### src/rtl/mem_arb_if.sv
// Frame-buffer request/response and Avalon-MM style memory signals of mem_arb.
// slave is the arbiter side; master is the frame buffer plus memory environment.
interface mem_arb_if #(
    parameter int unsigned DATA_WIDTH = 32,
    parameter int unsigned ADDR_WIDTH = 3
);
    logic                  wr_en;
    logic [ADDR_WIDTH-1:0] wr_addr;
    logic [DATA_WIDTH-1:0] wr_data;
    logic                  rd_en;
    logic [ADDR_WIDTH-1:0] rd_addr;
    logic                  wr_rdy;
    logic                  rd_rdy;
    logic [DATA_WIDTH-1:0] rd_data;
    logic                  rd_data_valid;
    logic [ADDR_WIDTH-1:0] avl_address;
    logic                  avl_write;
    logic                  avl_read;
    logic [DATA_WIDTH-1:0] avl_writedata;
    logic                  avl_waitrequest;
    logic [DATA_WIDTH-1:0] avl_readdata;
    logic                  avl_readdatavalid;

    modport slave (
        input  wr_en, wr_addr, wr_data, rd_en, rd_addr,
        input  avl_waitrequest, avl_readdata, avl_readdatavalid,
        output wr_rdy, rd_rdy, rd_data, rd_data_valid,
        output avl_address, avl_write, avl_read, avl_writedata
    );

    modport master (
        output wr_en, wr_addr, wr_data, rd_en, rd_addr,
        output avl_waitrequest, avl_readdata, avl_readdatavalid,
        input  wr_rdy, rd_rdy, rd_data, rd_data_valid,
        input  avl_address, avl_write, avl_read, avl_writedata
    );
endinterface

### src/rtl/mem_arb.sv
// Fair write/read arbiter between a frame buffer and a single-port pipelined memory.
// One command in flight at a time; up to MAX_PEND reads may await their data.
module mem_arb #(
    parameter int unsigned DATA_WIDTH = 32,
    parameter int unsigned ADDR_WIDTH = 3,
    parameter int unsigned MAX_PEND   = 4
) (
    input logic     clk,
    input logic     reset,
    mem_arb_if.slave bus
);
    localparam int unsigned PendW = $clog2(MAX_PEND + 1);
    localparam logic [PendW-1:0] PendMax = PendW'(MAX_PEND);

    typedef enum logic [1:0] {StIdle, StWr, StRd, StDone} state_e;

    state_e                state_q, state_d;
    logic [ADDR_WIDTH-1:0] addr_q, addr_d;
    logic [DATA_WIDTH-1:0] wdata_q, wdata_d;
    logic                  write_q, write_d;
    logic                  read_q, read_d;
    logic                  wr_rdy_q, wr_rdy_d;
    logic                  rd_rdy_q, rd_rdy_d;
    logic                  last_rd_q, last_rd_d;
    logic [PendW-1:0]      pend_q, pend_d;
    logic [DATA_WIDTH-1:0] rd_data_q, rd_data_d;
    logic                  rd_valid_q, rd_valid_d;
    logic                  wr_elig, rd_elig, rd_accept, rdv_take;

    always_comb begin
        state_d   = state_q;
        addr_d    = addr_q;
        wdata_d   = wdata_q;
        write_d   = write_q;
        read_d    = read_q;
        wr_rdy_d  = 1'b0;
        rd_rdy_d  = 1'b0;
        last_rd_d = last_rd_q;
        rd_accept = 1'b0;
        wr_elig   = !bus.wr_en;
        rd_elig   = !bus.rd_en && (pend_q < PendMax);

        unique case (state_q)
            StIdle: begin
                // Under contention the side not granted last wins.
                if (wr_elig && (!rd_elig || last_rd_q)) begin
                    addr_d    = bus.wr_addr;
                    wdata_d   = bus.wr_data;
                    write_d   = 1'b1;
                    last_rd_d = 1'b0;
                    state_d   = StWr;
                end else if (rd_elig) begin
                    addr_d    = bus.rd_addr;
                    read_d    = 1'b1;
                    last_rd_d = 1'b1;
                    state_d   = StRd;
                end
            end
            StWr: begin
                if (!bus.avl_waitrequest) begin
                    write_d  = 1'b0;
                    wr_rdy_d = 1'b1;
                    state_d  = StDone;
                end
            end
            StRd: begin
                if (!bus.avl_waitrequest) begin
                    read_d    = 1'b0;
                    rd_rdy_d  = 1'b1;
                    rd_accept = 1'b1;
                    state_d   = StDone;
                end
            end
            StDone:  state_d = StIdle;
            default: state_d = StIdle;
        endcase
    end

    // Return path runs regardless of the command FSM; data with no read outstanding is dropped.
    always_comb begin
        rdv_take   = bus.avl_readdatavalid && (pend_q != '0);
        rd_valid_d = rdv_take;
        rd_data_d  = rdv_take ? bus.avl_readdata : rd_data_q;
        pend_d     = pend_q;
        unique case ({rd_accept, rdv_take})
            2'b10:   pend_d = pend_q + PendW'(1);
            2'b01:   pend_d = pend_q - PendW'(1);
            default: pend_d = pend_q;
        endcase
    end

    always_ff @(posedge clk) begin
        if (!reset) begin
            state_q    <= StIdle;
            addr_q     <= '0;
            wdata_q    <= '0;
            write_q    <= 1'b0;
            read_q     <= 1'b0;
            wr_rdy_q   <= 1'b0;
            rd_rdy_q   <= 1'b0;
            last_rd_q  <= 1'b1;
            pend_q     <= '0;
            rd_data_q  <= '0;
            rd_valid_q <= 1'b0;
        end else begin
            state_q    <= state_d;
            addr_q     <= addr_d;
            wdata_q    <= wdata_d;
            write_q    <= write_d;
            read_q     <= read_d;
            wr_rdy_q   <= wr_rdy_d;
            rd_rdy_q   <= rd_rdy_d;
            last_rd_q  <= last_rd_d;
            pend_q     <= pend_d;
            rd_data_q  <= rd_data_d;
            rd_valid_q <= rd_valid_d;
        end
    end

    assign bus.avl_address   = addr_q;
    assign bus.avl_writedata = wdata_q;
    assign bus.avl_write     = write_q;
    assign bus.avl_read      = read_q;
    assign bus.wr_rdy        = wr_rdy_q;
    assign bus.rd_rdy        = rd_rdy_q;
    assign bus.rd_data       = rd_data_q;
    assign bus.rd_data_valid = rd_valid_q;
endmodule

### src/flat_wrapper.sv
// flat-port wrapper written by rule: the top's interface ports become plain ports
module mem_arb_flat 
#(
    parameter int unsigned DATA_WIDTH = 32,
    parameter int unsigned ADDR_WIDTH = 3,
    parameter int unsigned MAX_PEND   = 4
)
  (clk, reset, bus_wr_en, bus_wr_addr, bus_wr_data, bus_rd_en, bus_rd_addr, bus_avl_waitrequest, bus_avl_readdata, bus_avl_readdatavalid, bus_wr_rdy, bus_rd_rdy, bus_rd_data, bus_rd_data_valid, bus_avl_address, bus_avl_write, bus_avl_read, bus_avl_writedata);
  mem_arb_if #(.DATA_WIDTH(DATA_WIDTH), .ADDR_WIDTH(ADDR_WIDTH)) bus_i ();
  input logic clk;
  input logic reset;
  input wire logic [$bits(bus_i.wr_en)-1:0] bus_wr_en;
  input wire logic [$bits(bus_i.wr_addr)-1:0] bus_wr_addr;
  input wire logic [$bits(bus_i.wr_data)-1:0] bus_wr_data;
  input wire logic [$bits(bus_i.rd_en)-1:0] bus_rd_en;
  input wire logic [$bits(bus_i.rd_addr)-1:0] bus_rd_addr;
  input wire logic [$bits(bus_i.avl_waitrequest)-1:0] bus_avl_waitrequest;
  input wire logic [$bits(bus_i.avl_readdata)-1:0] bus_avl_readdata;
  input wire logic [$bits(bus_i.avl_readdatavalid)-1:0] bus_avl_readdatavalid;
  output wire logic [$bits(bus_i.wr_rdy)-1:0] bus_wr_rdy;
  output wire logic [$bits(bus_i.rd_rdy)-1:0] bus_rd_rdy;
  output wire logic [$bits(bus_i.rd_data)-1:0] bus_rd_data;
  output wire logic [$bits(bus_i.rd_data_valid)-1:0] bus_rd_data_valid;
  output wire logic [$bits(bus_i.avl_address)-1:0] bus_avl_address;
  output wire logic [$bits(bus_i.avl_write)-1:0] bus_avl_write;
  output wire logic [$bits(bus_i.avl_read)-1:0] bus_avl_read;
  output wire logic [$bits(bus_i.avl_writedata)-1:0] bus_avl_writedata;
  assign bus_i.wr_en = bus_wr_en;
  assign bus_i.wr_addr = bus_wr_addr;
  assign bus_i.wr_data = bus_wr_data;
  assign bus_i.rd_en = bus_rd_en;
  assign bus_i.rd_addr = bus_rd_addr;
  assign bus_i.avl_waitrequest = bus_avl_waitrequest;
  assign bus_i.avl_readdata = bus_avl_readdata;
  assign bus_i.avl_readdatavalid = bus_avl_readdatavalid;
  assign bus_wr_rdy = bus_i.wr_rdy;
  assign bus_rd_rdy = bus_i.rd_rdy;
  assign bus_rd_data = bus_i.rd_data;
  assign bus_rd_data_valid = bus_i.rd_data_valid;
  assign bus_avl_address = bus_i.avl_address;
  assign bus_avl_write = bus_i.avl_write;
  assign bus_avl_read = bus_i.avl_read;
  assign bus_avl_writedata = bus_i.avl_writedata;
  mem_arb #(.DATA_WIDTH(DATA_WIDTH), .ADDR_WIDTH(ADDR_WIDTH), .MAX_PEND(MAX_PEND)) u_core (.clk(clk), .reset(reset), .bus(bus_i));
endmodule
### config.mk
export PLATFORM = sky130hd
export DESIGN_NAME = mem_arb_flat
export DESIGN_NICKNAME = d
export VERILOG_FILES = /design/src/rtl/mem_arb_if.sv /design/src/rtl/mem_arb.sv /design/src/flat_wrapper.sv
export SDC_FILE = /design/constraint.sdc
export NUM_CORES = 1
export LEC_CHECK = 0
export BUFFER_PORTS_ARGS = -buffer_cell sky130_fd_sc_hd__buf_2
export CORE_ASPECT_RATIO = 0.8
export CORE_MARGIN = 8
export CORE_UTILIZATION = 50
export DETAILED_ROUTE_END_ITERATION = 16
export PLACE_DENSITY = 0.87
export SETUP_SLACK_MARGIN = 0.5
export SYNTH_ARGS = -nofsm -noshare
export SYNTH_HDL_FRONTEND = slang
export SYNTH_SLANG_ARGS = --single-unit
### constraint.sdc
create_clock -name clk -period 4.84 [get_ports clk]
set_clock_uncertainty 0.15 [all_clocks]
set_input_delay 0.484 -clock clk [delete_from_list [all_inputs] [get_ports clk]]
set_output_delay 0.484 -clock clk [all_outputs]
set_load 0.005 [all_outputs]
# Yosys cells after proc, flatten, opt, wreduce, memory -nomap -nowiden
# Cells that the tools add are included.
dict set report classes {
  add_sub_neg 2
  mul 0
  div 0
  order_cmp 1
  eq_ne 12
  shift 0
  n_mux 16
  bitwise 0
  reduce_logical 20
}
# cell n
set op_table {}
lappend op_table {{$ne 2x2->1 const B} 4}
lappend op_table {{$reduce_and 2->1} 4}
lappend op_table {{$reduce_bool 2->1} 4}
lappend op_table {{$mux 1} 7}
lappend op_table {{$eq 2x2->1 const B} 3}
lappend op_table {{$mux 2} 3}
lappend op_table {{$mux 3} 2}
lappend op_table {{$pmux 2 s3} 1}
lappend op_table {{$pmux 3 s2} 1}
lappend op_table {{$eq 2x1->1 const B} 2}
lappend op_table {{$ne 2x1->1 const B} 2}
lappend op_table {{$pmux 1 s2} 2}
lappend op_table {{$reduce_and 4->1} 1}
lappend op_table {{$add 3x1->3 const B} 1}
lappend op_table {{$logic_and 1x1->1} 3}
lappend op_table {{$logic_not 1->1} 3}
lappend op_table {{$lt 3x3->1 const B} 1}
lappend op_table {{$ne 3x1->1 const B} 1}
lappend op_table {{$reduce_and 3->1} 1}
lappend op_table {{$reduce_bool 3->1} 1}
lappend op_table {{$sub 3x1->3 const B} 1}
lappend op_table {{$logic_not 2->1} 1}
lappend op_table {{$reduce_or 2->1} 1}
lappend op_table {{$logic_or 1x1->1} 1}
dict set report word_totals {
  reg_bits 78
  latchBits 0
  mem_bits_rw 0
  romBits 0
  inputBits 76
  output_inout_bits 72
  memories 0
}

# Logic depth before layout (Yosys ltp)
dict set report depth {
  ltp_word 7
  mapped_depth 10
}

# Least setup slack after synthesis
# OpenSTA, ideal clock, no wires.
dict set report synth_timing {
  path_kind {in2reg}
  startpoint {in bus_avl_readdatavalid}
  endpoint {reg u_core.pend_q[2]}
  setup_ns 0.070
  t_arrival_ns 2.145
  required_time_ns 4.620
  path_slack_ns 2.474
  stages 9
  cell_sequence {o31ai_4 > inv_2 > buf_6 > ha_1 > inv_1 > fa_1 > xor2_1 > or3_2 > a21oi_1}
}
dict set report synth_via {
  elab_chain_cells 3
}
# item line
set synth_rtl {}
lappend synth_rtl {{start, declared} flat_wrapper.sv:19} ;# input wire logic [$bits(bus_i.avl_readdatavalid)-1:0] bus_avl_readdatavalid;
lappend synth_rtl {{$logic_and 1x1->1 *} mem_arb.sv:81} ;# rdv_take = bus.avl_readdatavalid && (pend_q != '0);
lappend synth_rtl {{via u_core.rd_valid_d} mem_arb.sv:27} ;# logic rd_valid_q, rd_valid_d;
lappend synth_rtl {{$eq 2x1->1 or $eq 2x2->1 (tied branches)} mem_arb.sv:85} ;# unique case ({rd_accept, rdv_take})
lappend synth_rtl {{$pmux 3 s2 or $reduce_bool 2->1 (tied branches)} --}
lappend synth_rtl {{end signal, assigned} mem_arb.sv:114} ;# pend_q <= pend_d;
lappend synth_rtl {{end, declared} mem_arb.sv:25} ;# logic [PendW-1:0] pend_q, pend_d;
# Mark *: on every way through the listed nets, which the timed path passes. The rest lies on a longest branch.
# A chain may end at the register's enable or synchronous reset.

# Worst setup path after layout
dict set report layout_timing {
  startpoint {reg u_core.pend_q[2]}
  endpoint {reg u_core.pend_q[2]}
}
dict set report layout_via {
  elab_chain_cells 4
}
# item
set layout_rtl {}
lappend layout_rtl {{parallel branches: the longest is 4 deep, another holds $sub 3x1->3}}
# Parallel ways; which one is timed is not known.

==> flow_metrics.py <==
metrics = {
    "cts": {
        "cts_sinks": 78,
        "cts_inserted_buffers": 9,
        "clock_latency_ns": 0.33,
        "cts_setup_buffers": 0,
        "root_buffer": "clkbuf_8",
        "cts_htree_levels": 3,
        "ctsHoldBuffers": 0,
        "clockBufferDepth": 2,
        "cts_tree": "yes",
        "cts_resized": 0,
        "path_clk_slew_ns": 0.07,
    },
    "timing": {
        "worstMarginPinSlew_ns": 1.23,
        "hold_violations": 0,
        "min_period_over_period": 0.634,
        "finalSetupViolCount": 0,
        "relSlewSlack": 0.178,
        "period_needed_ns": 3.07,
        "rsz0062_at_grt": "no",
        "fin_tns_setup_ns": 0,
        "max_freq_ghz": 0.326,
        "drv_slew": 0,
        "whs_ns": 0.215,
    },
    "placed_design": {
        "port_buffers": 147,
        "hpwl_mm": 6.42,
        "dpl_cell_area_um2": 3800,
        "gp_congestion": 0.821,
    },
    "final_layout": {
        "finalInstanceArea_um2": 3980,
        "fin_nets": 582,
        "fillers": 575,
        "antenna_cells_inserted": 0,
        "drive_gt1_frac": 0.351,
        "area_delta_synth_final_pct": 26.4,
    },
    "synth": {
        "synthDominantCellAreaShare": 0.496,
        "syn_area_per_cell_um2": 8.49,
        "yosys.area.top_type": "dfxtp_1",
        "synthesis.nets": 453,
        "ys_top_cells_by_area": "dfxtp_1, a21oi_1, nand2_1",
        "yosys.cell_types.count": 36,
        "yosys_warnings": 0,
        "synthCells": 371,
        "synth_area_um2": 3150,
        "ys_ff_latch": 78,
        "seq_area_frac_synth": 0.496,
    },
    "floorplanning": {
        "dieHeight_um": 87,
        "die_w_um": 105,
        "initial_core_util": 0.504,
        "num_rows": 26,
        "num_io_pins": 148,
        "dieArea_um2": 9110,
        "coreArea_um2": 6250,
    },
    "global_route": {
        "grt_max_degree": 75,
        "antenna_found_initial": 0,
        "grt_pass1_wl_mm": 13.6,
        "grt_pass1_vias": 3047,
        "grt_use_total": 0.179,
        "overflow": 0,
    },
    "routing": {
        "post_drt_wl_per_cell_um": 14.8,
        "drc": 0,
        "first_iter_violations": 157,
        "routed_wl_mm": 8.73,
        "routed_via_density": 5.25,
        "routed-via-count": 3088,
        "final_antenna_net_count": 0,
        "drtPass1Iterations": 4,
    },
    "power_and_ir_drop": {
        "p_leak_nw": 1.76,
        "power_w": 0.00197,
        "powerDensity_nw_per_um2": 493,
        "ir_drop_v": 0.000421,
    },
    "worst_setup_path": {
        "cp_slowest_cell": "dfxtp_1",
        "path_cells": "o31ai_4 -> buf_4 -> inv_2 -> ha_1 -> inv_1 -> fa_1 -> xor2_1 -> or3_2 -> a21oi_1",
        "slowest_delay_ns": 0.52,
        "cp.required_ns": 4.94,
        "crit_fanout": 34,
        "start_kind": "register",
        "crit_family": "buffers and inverters",
        "path_class": "register to register",
        "endpoint_kind": "register",
        "cp_data_arrival_time_ns": 3.17,
        "critPathBufInv": 3,
    },
    "flow_run": {
        "cap_violations": 0,
    },
    "worst_hold_path": {
        "hp-class": "input pin to register",
    },
    "outcome": {
        "status": "completed",
    },
}
==> metal layers <==
metal / vias to the layer above / GRT usage / wire length [µm]
li1: 1534 / - / -
met1: 1440 / 0.177 / 3330
met2: 106 / 0.340 / 4690
met3: 8 / 0.0599 / 613
met4: 0 / 0.0672 / 93
met5: - / 0 / 0
==> Yosys cell counts <==
cell type and instances:
a211oi_1 3, a21boi_0 1, a21oi_1 71, a311oi_1 2
a31oi_1 1, a32oi_1 1, buf_2 6, buf_4 1
buf_6 10, clkbuf_1 12, clkbuf_2 2, dfxtp_1 78
fa_1 1, ha_1 5, inv_1 9, inv_2 1
mux2i_1 1, nand2_1 66, nand2b_1 2, nand3_1 28
nand3_2 4, nor2_1 7, nor2b_1 2, nor3_1 1
nor3_4 1, o211ai_1 1, o21ai_0 36, o21ai_1 3
o221a_2 1, o2bb2ai_1 1, o31ai_4 1, o32ai_1 4
or2_2 4, or3_1 1, or3_2 1, xor2_1 2
==> cells by family after synthesis <==
family | share of synthesized area
adder cells (fa/ha/maj) | 0.0262
AO/OA/AOI/OAI | 0.221
buffers and inverters | 0.0770
multiplexers | 0.00318
XOR/XNOR | 0.00556
AND/OR/NAND/NOR | 0.171
flip-flops | 0.496
==> metrics by stage <==
| stage | instances | utilization | setup WS (ns) |
|---|---|---|---|
| floorplan | 371 | - | 2.47 |
| global placement | 573 | 0.609 | 1.83 |
| detailed placement | 573 | 0.609 | 1.76 |
| CTS | 588 | 0.638 | 1.79 |
| global route | 588 | 0.638 | 1.57 |
| finish | 588 | 0.638 | 1.77 |
==> sequential cells by signal (all words and copies together), names as in the netlist <==
signal                    flops
u_core.bus.rd_data           32
u_core.pend_q                 3
u_core.state_q                2
u_core.bus.avl_writedata     32
u_core.bus.avl_read           1
u_core.bus.rd_data_valid      1
u_core.bus.rd_rdy             1
u_core.last_rd_q              1
u_core.bus.wr_rdy             1
u_core.bus.avl_address        3
u_core.bus.avl_write          1
==> cell type report <==
| cell class | instances | area [µm²] | area share |
|---|---|---|---|
| sequential | 78 | 1560 | 0.392 |
| multi-input combinational | 252 | 1350 | 0.339 |
| timing repair buffer | 149 | 751 | 0.188 |
| clock buffer | 11 | 131 | 0.0330 |
| tap | 84 | 105 | 0.0264 |
| clock inverter | 4 | 48.8 | 0.0122 |
| inverter | 10 | 37.5 | 0.00942 |
==> cells in the final DEF (no fill, tap or decap), drive strengths merged, types with 5 or more instances in the layout <==
cell    Yosys  layout
buf        17     149
a21oi      71      71
clkbuf     14      11
nor2        7       7
o21ai      39      39
dfxtp      78      78
inv        10      10
nand2      66      66
nand3      32      32
ha          5       5
==> worst paths after layout <==
path                     startpoint  slack, ns  cells past startpoint                     end
max                u_core.pend_q[2]       1.77                      9        u_core.pend_q[2]
min             bus_avl_waitrequest       0.22                      2       u_core.bus.wr_rdy
max reg2reg        u_core.pend_q[2]       1.77                      9        u_core.pend_q[2]
min reg2reg  u_core.bus.rd_data[17]       0.30                      2  u_core.bus.rd_data[17]
==> where the power goes <==
part	switching, W	internal (W)	total [W]
logic	0.000406	0.000268	0.000675
clock network	0.000215	0.000235	0.000450
registers	0.0000714	0.000769	0.000841
total	0.000693	0.00127	0.00197
==> worst reg2reg max path, delay by kind of cell (launching register included) <==
kind                       cells  cell delay [ns]
DFF                            1             0.52
adders and majority gates      2             0.73
AOI/OAI and AO/OA              2             0.26
and+or+nand+nor                1             0.40
xor gates and xnor gates       1             0.16
buffers and inverters          3             0.77
Power figures use the tool's default switching activity.
